==> src/rtl/fetch_unit_pkg.sv <==
// Shared CPU definitions for the fetch stage: reset PC, instruction width,
// PC increment, the canonical NOP and the FIFO entry layout.
package fetch_unit_pkg;

  localparam logic [31:0] RESET_PC_DEFAULT = 32'h0000_0000;
  localparam int          INSTR_WIDTH      = 32;
  localparam logic [31:0] PC_STEP          = 32'd4;
  localparam logic [31:0] INSTR_NOP        = 32'h0000_0013;

  // One buffered fetch: the instruction word and the address it came from.
  typedef struct packed {
    logic [INSTR_WIDTH-1:0] instr;
    logic [31:0]            pc;
  } fetch_entry_t;

  localparam int ENTRY_WIDTH = $bits(fetch_entry_t);

  // Instruction addresses are always word aligned; low bits are dropped.
  function automatic logic [31:0] word_align(input logic [31:0] adr);
    return {adr[31:2], 2'b00};
  endfunction

endpackage

==> src/rtl/fetch_unit_instr_fifo.sv <==
// Synchronous FIFO holding fetched instructions. Flush empties it in one
// cycle; push/pop against full/empty are ignored.
module instr_fifo
  import fetch_unit_pkg::*;
#(
  parameter int WIDTH = ENTRY_WIDTH,
  parameter int DEPTH = 4,
  localparam int AW = $clog2(DEPTH),
  localparam int CW = AW + 1
) (
  input  logic             clk,
  input  logic             reset,
  input  logic             flush,
  input  logic             push,
  input  logic [WIDTH-1:0] push_data,
  input  logic             pop,
  output logic [WIDTH-1:0] pop_data,
  output logic             empty,
  output logic             full,
  output logic [CW-1:0]    count
);

  localparam logic [CW-1:0] CAP = CW'(DEPTH);

  logic [WIDTH-1:0] mem [DEPTH];
  logic [AW-1:0]    wr_ptr;
  logic [AW-1:0]    rd_ptr;
  logic             do_push;
  logic             do_pop;

  assign empty    = (count == '0);
  assign full     = (count == CAP);
  assign do_push  = push && !full;
  assign do_pop   = pop && !empty;
  assign pop_data = mem[rd_ptr];

  // Pointer and occupancy tracking; pointers wrap since DEPTH is a power of two.
  always_ff @(posedge clk or posedge reset) begin
    if (reset) begin
      wr_ptr <= '0;
      rd_ptr <= '0;
      count  <= '0;
    end else if (flush) begin
      wr_ptr <= '0;
      rd_ptr <= '0;
      count  <= '0;
    end else begin
      if (do_push) wr_ptr <= wr_ptr + AW'(1);
      if (do_pop)  rd_ptr <= rd_ptr + AW'(1);
      count <= count + CW'(do_push) - CW'(do_pop);
    end
  end

  // Storage array; contents are meaningless while empty so it is not reset.
  always_ff @(posedge clk) begin
    if (do_push && !flush) mem[wr_ptr] <= push_data;
  end

endmodule

==> src/rtl/fetch_unit.sv <==
// Instruction fetch stage: owns the fetch PC, issues in-order word reads,
// buffers responses with their PC and hands them to decode over valid/ready.
// A redirect flushes the buffer and drops every response still in flight.
module fetch_unit
  import fetch_unit_pkg::*;
#(
  parameter logic [31:0] RESET_PC = RESET_PC_DEFAULT,
  parameter int          DEPTH    = 4
) (
  input  logic        clk,
  input  logic        reset,
  output logic        imem_req,
  output logic [31:0] imem_adr,
  input  logic        imem_gnt,
  input  logic        imem_rvalid,
  input  logic [31:0] imem_rdata,
  input  logic        redirect,
  input  logic [31:0] redirect_pc,
  output logic        instr_valid,
  input  logic        instr_ready,
  output logic [31:0] instr,
  output logic [31:0] instr_pc,
  output logic [31:0] instr_npc
);

  localparam int          CW  = $clog2(DEPTH) + 1;
  localparam logic [CW:0] CAP = (CW + 1)'(DEPTH);

  logic [31:0]   fetch_pc;
  logic [31:0]   resp_pc;
  logic [CW-1:0] outstanding;
  logic [CW-1:0] discard;
  logic [CW-1:0] fifo_count;
  logic [CW:0]   in_use;
  logic          fifo_empty;
  logic          fifo_full;
  logic          accept;
  logic          rsp;
  logic          push;
  logic          pop;
  fetch_entry_t  push_entry;
  fetch_entry_t  head;

  // Credits count both requests in flight and entries waiting, so a response
  // always finds room in the FIFO. Only registered state feeds the request.
  assign in_use   = {1'b0, outstanding} + {1'b0, fifo_count};
  assign imem_req = !reset && !redirect && (in_use < CAP);
  assign imem_adr = fetch_pc;

  assign accept = imem_req && imem_gnt;
  // A response with nothing outstanding is a protocol error and is ignored.
  assign rsp    = imem_rvalid && (outstanding != '0);
  assign push   = rsp && (discard == '0) && !redirect;
  assign pop    = instr_valid && instr_ready && !redirect;

  assign push_entry = '{instr: imem_rdata, pc: resp_pc};

  assign instr_valid = !fifo_empty;
  assign instr       = instr_valid ? head.instr : '0;
  assign instr_pc    = instr_valid ? head.pc    : '0;
  assign instr_npc   = instr_pc + PC_STEP;

  // Fetch/response PCs and the in-flight / to-be-dropped counters.
  always_ff @(posedge clk or posedge reset) begin
    if (reset) begin
      fetch_pc    <= word_align(RESET_PC);
      resp_pc     <= word_align(RESET_PC);
      outstanding <= '0;
      discard     <= '0;
    end else if (redirect) begin
      // Every response not yet returned belongs to the old path; the one
      // arriving this cycle is already dropped by suppressing the push.
      fetch_pc    <= word_align(redirect_pc);
      resp_pc     <= word_align(redirect_pc);
      outstanding <= outstanding - CW'(rsp);
      discard     <= outstanding - CW'(rsp);
    end else begin
      if (accept) fetch_pc <= fetch_pc + PC_STEP;
      if (push)   resp_pc  <= resp_pc + PC_STEP;
      outstanding <= outstanding + CW'(accept) - CW'(rsp);
      if (rsp && (discard != '0)) discard <= discard - CW'(1);
    end
  end

  instr_fifo #(
    .WIDTH (ENTRY_WIDTH),
    .DEPTH (DEPTH)
  ) u_fifo (
    .clk       (clk),
    .reset     (reset),
    .flush     (redirect),
    .push      (push),
    .push_data (push_entry),
    .pop       (pop),
    .pop_data  (head),
    .empty     (fifo_empty),
    .full      (fifo_full),
    .count     (fifo_count)
  );

  a_no_orphan_rsp: assert property (@(posedge clk) disable iff (reset)
    !(imem_rvalid && (outstanding == '0)));

  a_no_push_full: assert property (@(posedge clk) disable iff (reset)
    !(push && fifo_full));

endmodule

==> config.mk <==
export PLATFORM = sky130hd
export DESIGN_NAME = fetch_unit
export DESIGN_NICKNAME = d
export VERILOG_FILES = /design/src/rtl/fetch_unit_pkg.sv /design/src/rtl/fetch_unit_instr_fifo.sv /design/src/rtl/fetch_unit.sv
export SDC_FILE = /design/constraint.sdc
export NUM_CORES = 1
export LEC_CHECK = 0
export BUFFER_PORTS_ARGS = -buffer_cell sky130_fd_sc_hd__buf_2
export CAP_MARGIN = 20
export CORE_ASPECT_RATIO = 1.75
export CORE_MARGIN = 2
export CORE_UTILIZATION = 58
export DETAILED_ROUTE_END_ITERATION = 7
export PLACE_DENSITY = 0.8
export REMOVE_ABC_BUFFERS = 1
export SYNTH_ARGS = -nofsm -noshare
export SYNTH_HDL_FRONTEND = slang
export SYNTH_SLANG_ARGS = --single-unit
==> constraint.sdc <==
create_clock -name clk -period 4.3 [get_ports clk]
set_input_delay 0.43 -clock clk [delete_from_list [all_inputs] [get_ports clk]]
set_output_delay 0.43 -clock clk [all_outputs]
set_load 0.01 [all_outputs]
-- Yosys cells after proc, flatten, opt, wreduce, memory -nomap -nowiden
Memory sizes are Yosys's and may differ from the RTL's.
Cells that the tools add are included.
- bits in registers: 77
- RAM bits: 256
- bits of input ports: 70
- output and inout port bits: 130
- word-level logic and storage cells: 63
- memories: 1
- memory list (memory ; depth ; width ; read ports ; clocked after Yosys merged registers in ; write ports ; line ; text):
    u_fifo.mem ; 4 ; 64 ; 1 ; 0 ; 1 ; fetch_unit_instr_fifo.sv:25 ; logic [WIDTH-1:0] mem [DEPTH];
- add/sub/neg operators: 12
- order comparisons: 1
- equality and inequality tests: 1
- muxes and demuxes: 16
- reduce and logical (&&, ||, !) cells: 25
- operators with widths (kind ; number):
    $mux W32 ; 6
    $add A32 B3 Y32 const B ; 3
    $logic_and A1 B1 Y1 ; 12
    $mux W3 ; 4
    $reduce_bool A2 Y1 ; 5
    $sub A3 B1 Y3 ; 3
    $mux W2 ; 4
    $add A3 B1 Y3 ; 2
    $logic_not A3 Y1 ; 2
    $reduce_bool A3 Y1 ; 2
    $add A2 B1 Y2 const B ; 2
    $add A3 B3 Y4 ; 1
    $logic_not A1 Y1 ; 4
    $lt A4 B3 Y1 const B ; 1
    $eq A3 B3 Y1 const B ; 1
    $sub A3 B1 Y3 const B ; 1
    $mux W1 ; 2

-- Depth between registers and ports, before layout
- word-level depth: 8
- mapped depth: 13
- gate-level depth less buffers: 11

-- Hierarchy
Synthesis repeated with hierarchy kept, for this count alone.
- cell total of the unflattened synthesis: 982
- area, all modules: 14656.6 um^2
- modules (own cells, without submodules) (module ; times used ; cells an instance ; area an instance (um^2) ; seq. area each (um^2)):
    instr_fifo ; 1 ; 383 ; 9688.0 ; 7862.5
    fetch_unit ; 1 ; 599 ; 4968.5 ; 1651.6

-- Worst setup path after synthesis
OpenSTA, ideal clock, no wires.
- kind: reg-to-reg
- start: register discard[0]
- end: memory u_fifo.mem[0][10] in the netlist's numbering (enable)
- setup time: 0.426 ns
- data arrival time: 3.020 ns
- required time: 3.874 ns
- setup slack: 0.854 ns
- cell stages (with the launch flop): 6
- buffers on the path: 0
- clock period less this slack: 3.446 ns
- path through: dfrtp_1 inv_1 ha_1 nand2b_1 a2111oi_1 and2_1
- longest elaborated chain between the ends: 7
- ends and longest elaborated chain (what ; line ; text):
    start, declared ; fetch_unit.sv:32 ; logic [CW-1:0] discard;
    start signal, assigned ; fetch_unit.sv:76 ; discard <= outstanding - CW'(rsp);
    start signal, assigned ; fetch_unit.sv:81 ; if (rsp && (discard != '0)) discard <= discard - CW'(1);
    $logic_not A3 Y1 ; fetch_unit.sv:53 ; assign push = rsp && (discard == '0) && !redirect;
    $logic_and A1 B1 Y1 (2 in series) ; fetch_unit.sv:53 ;
    $logic_and A1 B1 Y1 ; fetch_unit_instr_fifo.sv:33 ; assign do_push = push && !full;
    $logic_and A1 B1 Y1 ; fetch_unit_instr_fifo.sv:56 ; if (do_push && !flush) mem[wr_ptr] <= push_data;
    $mux W1 ; fetch_unit_instr_fifo.sv:56 ;
    $mux W1 (not written as such) ; fetch_unit_instr_fifo.sv:56 ;
    end, declared ; fetch_unit_instr_fifo.sv:25 ;
No other way between the ends.

-- Worst setup path in the final report
- start: register u_fifo.rd_ptr[1]
- end: output instr_npc[20]
- longest elaborated chain between the ends: 3
- ends and longest elaborated chain (what ; line ; text):
    start, declared ; fetch_unit_instr_fifo.sv:27 ; logic [AW-1:0] rd_ptr;
    start signal, assigned ; fetch_unit_instr_fifo.sv:49 ; if (do_pop) rd_ptr <= rd_ptr + AW'(1);
    $mem_v2 Z4 W64 ; - ;
    $mux W32 ; fetch_unit.sv:60 ; assign instr_pc = instr_valid ? head.pc : '0;
    $add A32 B3 Y32 ; fetch_unit.sv:61 ; assign instr_npc = instr_pc + PC_STEP;
    end, declared ; fetch_unit.sv:23 ; output logic [31:0] instr_npc
No other way between the ends.

==> out/metrics.csv <==
metric,value,unit
peakVddDrop,0.323,mV
finalCritPeriodShare,93.8,%
gr-total-overflow,0,
yosys_warnings,0,
critPathLaunchType,flip-flop,
cts_sinks,321,
vias,8571,
async_flop_share,22.7,%
h-tree-depth,1,
drive_gt1_share,28.7,%
num_io_pins,200,
initial_core_util,58.7,%
status,completed,
crit_start,u_fifo.rd_ptr[1],
initialDrtViolationCount,400,
synth_cells,948,
die_h,212,microns
rr_worst_depth,13,
place_area,15600,sq um
worstSkewPairLatency,540,ps
routed_wl,29900,microns
postLayoutCellArea,16500,sq um
worstSetupPathType,reg2out,
nets,1235,
worst_pin_slew,931,ps
yosysUniqueCellTypes,54,
drc,0,
grt_antenna_before_repair,2,
clockBufferDepth,3,
crit_path_end_kind,output pin,
slew-limit-headroom,37.9,%
avgSynthCellArea,15.1,sq um
yosys-top-cells-area,"edfxtp_1, dfrtp_1, mux4_2, mux4_1, and2_1",
track_usage,23.3,%
cts-root-buf,clkbuf_16,
arrival,3600,ps
required,3870,ps
io_buffers,191,
finalWorstSetupSlack,266,ps
min_path_type,in2async,
hpwl,20100,microns
period_minus_slack,4030,ps
slew_viol_final,0,
rows,76,
rsz0062_at_grt,no,
yosys.area.top_type,edfxtp_1,
finalSetupViolations,0,
core_area,24400,sq um
p_per_area,523,nW/um^2
r2r_start,outstanding[2],
clk_pin_slew,70,ps
hold_viol_final,0,
cts_buffers,26,
hold_buffers,0,
viasPerCell,5.80,
p_leak,6.27,nW
grt_max_degree,63,
gp_congestion,0.866,
crit_fanout,31,
drtAntennaViolNets,0,
maxCapViolations,0,
grt_pass1_wl,46300,microns
dominantRegCellSynth,edfxtp_1,
cts_tree,built,
synth_top_area_share,51.9,%
dp_slack,768,ps
cts_resized,0,
synth-edff-count,248,
fmax,0.248,GHz
fp.dieArea,26100,sq um
fp.dieW,123,microns
skew,19.1,ps
syn_to_final_growth,15.2,%
drt_pass1_iterations,7,
wl_per_cell,20.2,microns
syn_area,14400,sq um
synth-seq-cells,321,
ys_seq_area_share,64.6,%
grt_pass1_vias,8817,
routing by layer:
metal	track usage [%]	wire (microns)
met5	0	0
met4	11.2	1270
met3	2.20	1310
met2	42.8	16400
met1	26.9	10900
layout by cell type, fill, tap and decap left out, types with 15 or more instances in the layout:
| cell | synthesis | layout |
|---|---|---|
| and2_1 | 64 | 60 |
| mux4_1 | 18 | 18 |
| dfrtp_1 | 73 | 71 |
| buf_2 | 8 | 191 |
| mux4_2 | 46 | 46 |
| nand4_1 | 16 | 16 |
| xor2_1 | 32 | 32 |
| inv_1 | 29 | 27 |
| nor2_1 | 35 | 35 |
| xnor2_1 | 43 | 43 |
| nand3_1 | 34 | 34 |
| edfxtp_1 | 248 | 248 |
| mux2_2 | 15 | 15 |
| ha_1 | 17 | 17 |
| and3_1 | 20 | 20 |
| buf_4 | 12 | 15 |
| nand2_1 | 73 | 73 |
| o21ai_0 | 42 | 42 |
| clkbuf_16 | 0 | 27 |
state kept, by name, indices dropped and copies added, names as in the netlist:
signal and count:
u_fifo.mem 248, imem_adr 30, resp_pc 30, discard 3, outstanding 3, u_fifo.count 3, u_fifo.rd_ptr 2, u_fifo.wr_ptr 2
path summary, 6_finish.rpt:
| check | slack (ps) | to |
|---|---|---|
| worst max-delay path | 270 | instr_npc[20] |
| worst min-delay path | 10 | outstanding[1] |
| worst max register to register | 1040 | outstanding[2] |
| worst min register to register | 560 | imem_adr[31] |
| max in group asynchronous | 3280 | resp_pc[9] |
| min in group clk | 100 | u_fifo.mem[3][52] |
where the power goes:
group	total (mW)	switching (mW)	internal, mW
clock network	2.41	1.06	1.35
registers	3.77	0.219	3.55
logic	2.47	1.34	1.13
total	8.65	2.62	6.03
what timing repair did:
item                                    CTS  global route
endpoints found under the setup margin    0             1
setup buffers                             0             1
endpoints found under the hold margin     0             0
synth_stat cells (all sizes together) (2+ instances only):
| cell | instances |
|---|---|
| nor3b | 3 |
| fa | 2 |
| o21ai | 42 |
| and2 | 66 |
| clkbuf | 21 |
| nor3 | 14 |
| nand4 | 18 |
| nand3 | 35 |
| dfrtp | 73 |
| or2 | 2 |
| xnor2 | 43 |
| mux2 | 15 |
| xor2 | 32 |
| a31oi | 7 |
| inv | 29 |
| and4 | 7 |
| a21oi | 11 |
| nand4b | 2 |
| nor2 | 35 |
| buf | 24 |
| o211ai | 4 |
| o311ai | 13 |
| and3 | 22 |
| nand2 | 73 |
| mux4 | 64 |
| edfxtp | 248 |
| nand2b | 3 |
| o31ai | 2 |
| nor2b | 5 |
| ha | 17 |
| nor4 | 4 |
| a311oi | 2 |
final cells by class:
type	count	area [sq um]
Tap cell	312	390
Timing Repair Buffer	210	1160
Fill cell	1692	7900
Clock buffer	30	697
Clock inverter	17	175
Inverter	30	113
Sequential cell	321	9280
Multi-Input combinational cell	557	4720
Antenna cell	2	5.00
stage by stage:
step / hold slack (ps) / utilization [%] / total power, mW / instances / TNS [ps]
final: 13.9 / 67.7 / 8.65 / 1479 / 0
after global routing: 57.1 / 67.7 / 9.10 / 1479 / 0
after CTS: 22.2 / 67.5 / 8.69 / 1475 / 0
after detailed placement: 535 / 63.9 / 6.29 / 1428 / 0
after global placement: 524 / 63.9 / 6.23 / 1428 / 0
after floorplan: 494 / - / 5.37 / 908 / -10580
critical path: stages, from the launching register on:
cell	delay (ps)
dfrtp_2	790
mux4_1	300
and2_1	170
ha_1	230
nand2_1	160
nor4_4	530
nand3_1	330
nor3_1	270
xor2_1	160
buf_2	140
cell families (layout without fill, tap and decap cells):
logic type | count (synthesis) | after routing | synth area share (%)
flip-flops | 321 | 321 | 64.6
other | 1 | 8 | 0.0261
XOR/XNOR | 75 | 75 | 4.58
AO/OA/AOI/OAI | 83 | 83 | 3.50
buffers and inverters | 75 | 287 | 2.68
multiplexers | 80 | 80 | 11.8
adder cells (fa/ha/maj) | 19 | 19 | 1.76
AND/OR/NAND/NOR | 294 | 294 | 11.1
(Power assumes the default switching activity.)
